**config.mk**
```make
export PLATFORM = sky130hd
export DESIGN_NAME = barrett_seq_ctrl
export DESIGN_NICKNAME = d
export VERILOG_FILES = /design/src/rtl/barrett_pkg.sv /design/src/rtl/barrett_digit_sr.sv /design/src/rtl/barrett_seq_ctrl.sv
export SDC_FILE = /design/constraint.sdc
export NUM_CORES = 1
export LEC_CHECK = 0
export CAP_MARGIN = 40
export CORE_ASPECT_RATIO = 1.75
export CORE_MARGIN = 2
export CORE_UTILIZATION = 30
export DETAILED_ROUTE_END_ITERATION = 7
export GPL_TIMING_DRIVEN = 1
export PLACE_DENSITY_LB_ADDON = 0.05
export SKIP_CTS_REPAIR_TIMING = 1
export SYNTH_ARGS = -nofsm -noshare
export SYNTH_HDL_FRONTEND = slang
export SYNTH_HIERARCHICAL = 1
export SYNTH_SLANG_ARGS = --single-unit
```
**constraint.sdc**
```tcl
create_clock -name CLK -period 1.9 [get_ports CLK]
set_clock_uncertainty 0.05 [all_clocks]
set_input_delay 0.285 -clock CLK [delete_from_list [all_inputs] [get_ports CLK]]
set_output_delay 0.285 -clock CLK [all_outputs]
set_load 0.02 [all_outputs]
```
**src/rtl/barrett_pkg.sv**
```systemverilog
// Shared types and constants for the Barrett multiplier sequencer.
// Latency: none (declarations only).
// Backpressure: not applicable.
package barrett_pkg;

    localparam int N_DEF = 8;            // default operand width
    localparam int M_DEF = 4;            // default digit width
    localparam int D     = N_DEF / M_DEF; // digits per operand at the defaults

    typedef enum logic [2:0] {
        IDLE,
        CLEAR,
        FEED,
        CAPTURE,
        CORRECT,
        DONE
    } state_t;

    // Width of the Barrett constant mu for a given digit width.
    function automatic int mu_width(input int digit_w);
        return digit_w + 5;
    endfunction

endpackage

```
**src/rtl/barrett_digit_sr.sv**
```systemverilog
// n-bit operand register that loads in parallel and shifts left one digit at a time.
// Latency: load or shift visible one cycle after the enabling edge.
// Backpressure: none; load has priority over shift.
module barrett_digit_sr #(
    parameter int n = 8,
    parameter int m = 4
) (
    input  logic         clk_i,
    input  logic         rst_n_i,
    input  logic         load_i,
    input  logic [n-1:0] load_dat_i,
    input  logic         shift_i,
    output logic [m-1:0] top_o
);

    logic [n-1:0] sr_q;

    // Parallel load of B, then MSB-first digit shifting.
    always_ff @(posedge clk_i) begin
        if (!rst_n_i) begin
            sr_q <= '0;
        end else if (load_i) begin
            sr_q <= load_dat_i;
        end else if (shift_i) begin
            sr_q <= sr_q << m;
        end
    end

    assign top_o = sr_q[n-1 -: m];

endmodule

```
**src/rtl/barrett_seq_ctrl.sv**
```systemverilog
// Word-level valid/ready front end that sequences the digit-serial Barrett core (BARRETT_FINAL_SUB_EN adds a final conditional subtract).
// Latency: accept to OUT_VALID is n/m+3 cycles, n/m+4 with BARRETT_FINAL_SUB_EN.
// Backpressure: result held in DONE until OUT_READY; IN_READY only high in IDLE, no input queuing.
module barrett_seq_ctrl
    import barrett_pkg::*;
#(
    parameter int n = N_DEF,
    parameter int m = M_DEF
) (
    input  logic                     CLK,
    input  logic                     RST,
    input  logic                     IN_VALID,
    output logic                     IN_READY,
    input  logic [n-1:0]             A,
    input  logic [n-1:0]             B,
    input  logic [n-1:0]             M_IN,
    input  logic [mu_width(m)-1:0]   MU_IN,
    output logic                     OUT_VALID,
    input  logic                     OUT_READY,
    output logic [n:0]               Z,
    output logic                     CORE_RST,
    output logic                     CARRY_ADD,
    output logic                     CARRY_SUB,
    output logic [n-1:0]             X,
    output logic [m-1:0]             Y_i,
    output logic [n-1:0]             M,
    output logic [mu_width(m)-1:0]   mu,
    input  logic [n:0]               Z_OUT
);

    localparam int DL  = n / m;
    localparam int KW  = $clog2(DL + 1);
    localparam int MUW = mu_width(m);

    if (n % m != 0) begin : g_bad_width
        $error("barrett_seq_ctrl: operand width n must be a multiple of digit width m");
    end

    state_t          state_q;
    logic [KW-1:0]   k_q;
    logic            in_ready_q;
    logic            out_valid_q;
    logic            core_rst_q;
    logic [m-1:0]    y_q;
    logic [n:0]      z_q;
    logic [n-1:0]    x_q;
    logic [n-1:0]    m_q;
    logic [MUW-1:0]  mu_q;
    logic [m-1:0]    sr_top;
    logic            accept;
    logic            last_digit;
    logic            sr_shift;

    assign accept     = IN_VALID && in_ready_q;
    assign last_digit = (k_q == KW'(DL));
    assign sr_shift   = (state_q == FEED) && !last_digit;

    barrett_digit_sr #(
        .n (n),
        .m (m)
    ) u_digit_sr (
        .clk_i      (CLK),
        .rst_n_i    (RST),
        .load_i     (accept),
        .load_dat_i (B),
        .shift_i    (sr_shift),
        .top_o      (sr_top)
    );

    // Operation sequencer; every core-facing and host-facing output is registered here.
    always_ff @(posedge CLK) begin
        if (!RST) begin
            state_q     <= IDLE;
            k_q         <= '0;
            in_ready_q  <= 1'b0;
            out_valid_q <= 1'b0;
            core_rst_q  <= 1'b0;
            y_q         <= '0;
            z_q         <= '0;
            x_q         <= '0;
            m_q         <= '0;
            mu_q        <= '0;
        end else begin
            case (state_q)
                IDLE: begin
                    in_ready_q <= 1'b1;
                    core_rst_q <= 1'b1;
                    if (accept) begin
                        state_q    <= CLEAR;
                        in_ready_q <= 1'b0;
                        core_rst_q <= 1'b0;
                        x_q        <= A;
                        m_q        <= M_IN;
                        mu_q       <= MU_IN;
                    end
                end
                CLEAR: begin
                    // Core leaves reset; first FEED cycle presents the leading zero digit.
                    state_q    <= FEED;
                    core_rst_q <= 1'b1;
                    k_q        <= '0;
                    y_q        <= '0;
                end
                FEED: begin
                    if (last_digit) begin
                        state_q <= CAPTURE;
                        y_q     <= '0;
                    end else begin
                        k_q <= k_q + KW'(1);
                        y_q <= sr_top;
                    end
                end
                CAPTURE: begin
                    z_q <= Z_OUT;
`ifdef BARRETT_FINAL_SUB_EN
                    state_q <= CORRECT;
`else
                    state_q     <= DONE;
                    out_valid_q <= 1'b1;
`endif
                end
`ifdef BARRETT_FINAL_SUB_EN
                CORRECT: begin
                    // One conditional subtraction brings the core result below M.
                    if (z_q >= {1'b0, m_q}) begin
                        z_q <= z_q - {1'b0, m_q};
                    end
                    state_q     <= DONE;
                    out_valid_q <= 1'b1;
                end
`endif
                DONE: begin
                    if (OUT_READY) begin
                        state_q     <= IDLE;
                        out_valid_q <= 1'b0;
                        in_ready_q  <= 1'b1;
                    end
                end
                default: begin
                    state_q     <= IDLE;
                    out_valid_q <= 1'b0;
                    in_ready_q  <= 1'b0;
                    core_rst_q  <= 1'b1;
                    y_q         <= '0;
                end
            endcase
        end
    end

    assign IN_READY  = in_ready_q;
    assign OUT_VALID = out_valid_q;
    assign Z         = z_q;
    assign CORE_RST  = core_rst_q;
    assign CARRY_ADD = 1'b0;
    assign CARRY_SUB = 1'b1;
    assign X         = x_q;
    assign Y_i       = y_q;
    assign M         = m_q;
    assign mu        = mu_q;

endmodule

```
* After elaboration in Yosys (flattened, before gate mapping) *
Cells that the tools add are included.

storage, ports and cells
  word-level logic and storage cells = 54
  input bits = 46
  output and inout port bits = 43
  flip-flop bits (word level) = 54

cells by class
  reductions and logical operators = 15
  equal/unequal tests = 9
  add/sub/neg operators = 1
  bitwise operators = 2
  muxes and demuxes = 16

operators with widths
  operator             count
  $mux 8               2
  $pmux 3 s5           1
  $reduce_or 3->1      4
  $mux 3               3
  $ne 2x2->1 const B   4
  $pmux 4 s2           1
  $reduce_and 2->1     4
  $eq 3x2->1 const B   2
  $pmux 1 s3           2
  $mux 4               1
  $pmux 2 s2           1
  $reduce_bool 2->1    2
  $eq 3x1->1 const B   1
  $eq 3x3->1 const B   1
  $logic_not 3->1      1
  $mux 1               3
  $reduce_and 3->1     1
  $add 2x1->2 const B  1
  $eq 2x2->1 const B   1
  $logic_and 1x1->1    2
  $mux 2               1
  $not 1->1            2
  $pmux 1 s2           1
  $logic_not 1->1      1

* Depth between registers and ports, before layout *
Gate-level depths: netlist (run 1).

  depth in word-level cells = 5
  depth in mapped cells = 7
  depth with buffers taken out = 6

* Hierarchy *
The synthesis (run 1) kept the hierarchy.

modules (own cells, without submodules)
  module            area an instance (um2)  cells an instance  sequential area each (um2)  times used
  barrett_seq_ctrl  1888.1                  215                920.9                       1
  barrett_digit_sr  422.9                   38                 160.2                       1

* Worst setup path before layout (run 1) *
OpenSTA, ideal clock, no wires.

  kind = reg-to-reg
  start = register k_q[0]
  end = register u_digit_sr.sr_q[4]
  required time = 1734 ps
  clock period less this slack = 1854 ps
  arrival time = 1687 ps
  setup slack = 46 ps
  setup time = 116 ps
  stages on the path, launching flop included = 8
  buffers on the path = 1
  cell sequence = dfxtp_1 -> inv_1 -> ha_1 -> or3b_1 -> nor2_1 -> buf_6 -> mux2_4 -> o211a_1

between the ends
  cells in the longest elaborated chain, start to end = 4

RTL lines
  what                         line                     text
  start: declaration           barrett_seq_ctrl.sv:40   logic [KW-1:0] k_q;
  start signal: assignment     barrett_seq_ctrl.sv:109  k_q <= k_q + KW'(1);
  $eq 2x2->1                   barrett_seq_ctrl.sv:55   assign last_digit = (k_q == KW'(DL));
  $logic_not 1->1              barrett_seq_ctrl.sv:56   assign sr_shift = (state_q == FEED) && !last_digit;
  $logic_and 1x1->1            barrett_seq_ctrl.sv:56
  net sr_shift                 barrett_seq_ctrl.sv:52   logic sr_shift;
  $reduce_bool 2->1 (no line)  --
  end signal: assignment       barrett_digit_sr.sv:23   sr_q <= load_dat_i;
  end signal: assignment       barrett_digit_sr.sv:25   sr_q <= sr_q << m;
  end: declaration             barrett_digit_sr.sv:16   logic [n-1:0] sr_q;

The timed path passes the listed nets, and every way through them passes these cells.
A chain may end at the register's enable or synchronous reset.

* Worst setup path after layout (run 1) *
Same ends and word-level chain as after synthesis.

==> results of run 1 <==
==> cell usage in the layout (no fill, tap or decap), drive strengths merged, types with 3 or more instances in the layout <==
| master | count |
|---|---|
| nand3 | 10 |
| nand3b | 3 |
| a22o | 4 |
| a21boi | 4 |
| o32ai | 3 |
| mux2i | 25 |
| o211a | 4 |
| dfxtp | 54 |
| inv | 4 |
| a21oi | 12 |
| or3b | 5 |
| nor2 | 6 |
| mux2 | 5 |
| clkdlybuf4s50 | 85 |
| nand2b | 6 |
| clkbuf | 7 |
| buf | 17 |
| nor3 | 3 |
| nand2 | 68 |
==> where the power goes <==
| group | switching, mW | total [mW] | internal, mW |
|---|---|---|---|
| logic | 0.231 | 0.512 | 0.281 |
| registers | 0.0375 | 1.23 | 1.20 |
| clock network | 0.383 | 0.866 | 0.483 |
| total | 0.652 | 2.61 | 1.96 |
==> synthesized netlist by cell type (2+ instances only) <==
| cell type | n |
|---|---|
| conb_1 | 2 |
| a21oi_1 | 12 |
| inv_1 | 3 |
| nor2_1 | 6 |
| clkbuf_1 | 9 |
| dfxtp_1 | 54 |
| nand3b_1 | 3 |
| or3b_1 | 5 |
| o211a_1 | 4 |
| buf_4 | 8 |
| a22o_1 | 4 |
| nand2_1 | 68 |
| a21boi_2 | 3 |
| o21ai_0 | 2 |
| mux2i_1 | 25 |
| nand3_1 | 10 |
| nand2b_1 | 6 |
| mux2_4 | 4 |
| a221oi_1 | 2 |
| o32ai_1 | 2 |
| nor3_1 | 2 |
| buf_2 | 4 |
==> cell families (layout without fill, tap and decap cells) <==
kind of cell	after synthesis	after routing	share of synthesized area, %
adders and majority gates	1	1	0.5413
and+or+nand+nor	103	103	20.09
other	2	2	0.3250
xor gates and xnor gates	2	2	0.7581
AOI/OAI and AO/OA	34	34	11.37
muxes	30	30	13.91
buffers and inverters	27	113	6.226
DFF	54	54	46.78
==> through the flow <==
stage | utilization (%) | instance area, sq um
2_1_floorplan | - | 2311
3_3_place_gp | 43.34 | 3257
3_5_place_dp | 43.34 | 3257
4_1_cts | 45.10 | 3390
5_1_grt | 45.74 | 3437
6_report | 45.74 | 3437
==> metal layers <==
metal / vias to the layer above / GRT usage (%)
li1: 1013 / -
met1: 895 / 13.51
met2: 61 / 23.88
met3: 6 / 4.114
met4: 0 / 5.409
met5: - / 0
==> registers in the layout (all words and copies together) (netlist names) <==
signal,flops
Z,9
mu,9
X,8
k_q,2
state_q,3
u_digit_sr/sr_q,8
IN_READY,1
CORE_RST,1
OUT_VALID,1
M,8
Y_i,4
==> worst register-to-register path, stage by stage, from the launching register on <==
cell	delay, ns
dfxtp_2	0.33
inv_1	0.05
ha_2	0.18
or3b_4	0.41
nor2_4	0.09
buf_6	0.13
mux2_4	0.29
o211a_1	0.20
==> final cells by class <==
| class | instances | area (sq um) |
|---|---|---|
| Clock buffer | 7 | 132.6 |
| Multi-Input combinational cell | 172 | 1105 |
| Tap cell | 88 | 110.1 |
| Inverter | 4 | 15.01 |
| Fill cell | 768 | 4078 |
| Sequential cell | 54 | 1082 |
| Timing Repair Buffer | 102 | 992.2 |
==> final timing paths <==
kind | start | endpoint | cells past startpoint
hold reg to reg | Z[6]$_SDFFE_PN0P_ | Z[6]$_SDFFE_PN0P_ | 2
setup reg to reg | k_q[0]$_SDFFE_PN0P_ | u_digit_sr/sr_q[4]$_SDFFE_PN0P_ | 7
setup / recovery | k_q[0]$_SDFFE_PN0P_ | u_digit_sr/sr_q[4]$_SDFFE_PN0P_ | 7
hold / removal | RST | OUT_VALID$_SDFFE_PN0P_ | 3
==> impl_metrics.py, run 1 <==
metrics = {
    "synthesis": {
        "syn_area_per_cell_sq_um": 9.134,
        "synthFlopType": "dfxtp_1",
        "yosysWarnings": 6,
        "synth_cells": 253,
        "yosysTopAreaCell": "dfxtp_1",
        "synth-edff-count": 0,
        "synthTopCellsByArea": "dfxtp_1, nand2_1, mux2i_1",
        "synth_fp_nets": 300,
        "synth_area_sq_um": 2311,
        "ys_types": 37,
        "synth.top_cell.area_share_pct": 46.78,
        "synthArstFlopShare_pct": 0,
        "synth_seq_cells": 54,
        "yosysSeqAreaShare_pct": 46.78,
    },
    "grt": {
        "grt_pass1_wl_microns": 8769,
        "grt_start_max_net_pins": 61,
        "groute.usage.overall_pct": 13.09,
        "antenna_found_initial": 0,
        "grt_pass1_vias": 1911,
        "grt-ovfl-total": 0,
    },
    "routing": {
        "post_drt_wl_per_cell_microns": 12.71,
        "vias_per_cell": 4.625,
        "drc": 0,
        "drtIter0Drc": 53,
        "first_pass_iters": 4,
        "met3WireLength_microns": 364,
        "routed_wl_microns": 5426,
        "drt-met1-wl_microns": 2081,
        "vias": 1975,
        "highest_layer": "met4",
        "dr_wl_met2_microns": 2885,
        "drtAntennaViolNets": 0,
    },
    "sta": {
        "relSlewSlack_pct": 57.47,
        "worst_slack_ns": 0.06461,
        "tightest_slew_ns": 0.6359,
        "max_freq_mhz": 544.8,
        "setup_viol_count_final": 0,
        "slew_viol_final": 0,
        "finalHoldViolCount": 0,
        "whs_ns": 0.2714,
        "period_needed_ns": 1.835,
        "timing.setup.tns_ns": 0,
        "period_share_pct": 96.60,
    },
    "clock_network": {
        "cts_max_path_buffers": 2,
        "path_clk_slew_ns": 0.06,
        "root_buffer": "clkbuf_16",
        "cts_made_buffers": 5,
        "numClockSinks": 54,
        "clk_latency_ns": 0.29,
        "htree_levels": 2,
        "cts_tree": "built",
    },
    "worst_setup_path": {
        "cp_top_family": "simple AND/OR/NAND/NOR gates",
        "crit_chain": "inv_1 -> ha_2 -> or3b_4 -> nor2_4 -> buf_6 -> mux2_4 -> o211a_1",
        "r2r_slack_ns": 0.06,
        "worstPathArrival_ns": 1.97,
        "worst-path-buf-inv": 2,
        "worstPathMaxFanout": 5,
        "slowest_delay_ns": 0.41,
        "start_kind": "flip-flop",
        "critPathKind": "reg2reg",
        "crit_required_ns": 2.03,
        "end_kind": "flip-flop",
        "slowest_stage": "or3b_4",
    },
    "place": {
        "placedCellCount": 416,
        "gp_congestion": 0.6882,
        "numPortBuffers": 86,
        "dp_hpwl_microns": 3882,
        "pre_cts_ws_ns": 0.007804,
    },
    "power_and_ir_drop": {
        "ir_worst_vdd_mv": 0.5755,
        "total_power_mw": 2.610,
        "power.leakage_nw": 1.295,
        "power.density_nw_per_um2": 759.5,
    },
    "cells_and_area": {
        "area_growth_pct": 48.73,
        "stdcell_count": 427,
        "diodes": 0,
        "drive_above_1_share_pct": 11.21,
        "layout.nets": 386,
    },
    "run_status": {
        "status": "completed",
    },
    "floorplanning": {
        "core.rowCount": 42,
        "die_height_microns": 120.1,
        "io_pins": 89,
        "die_area_sq_um": 8449,
        "coreArea_sq_um": 7515,
        "chipWidth_microns": 70.35,
        "start_util_pct": 30.75,
    },
    "worst_hold_path": {
        "hp-class": "in2reg",
    },
    "flow_run": {
        "maxCapViolations": 0,
    },
}
Note: power is estimated with default switching activity, not from simulation.
==> run 2: changes to the inputs <==
--- a/config.mk
+++ b/config.mk
@@ -5,6 +5,7 @@
 export SDC_FILE = /design/constraint.sdc
 export NUM_CORES = 1
 export LEC_CHECK = 0
+export ABC_AREA = 0
 export CAP_MARGIN = 40
 export CORE_ASPECT_RATIO = 1.75
 export CORE_MARGIN = 2
==> results of run 2 <==
Same layout as run 1: the final DEF is identical, and so are final timing and power.
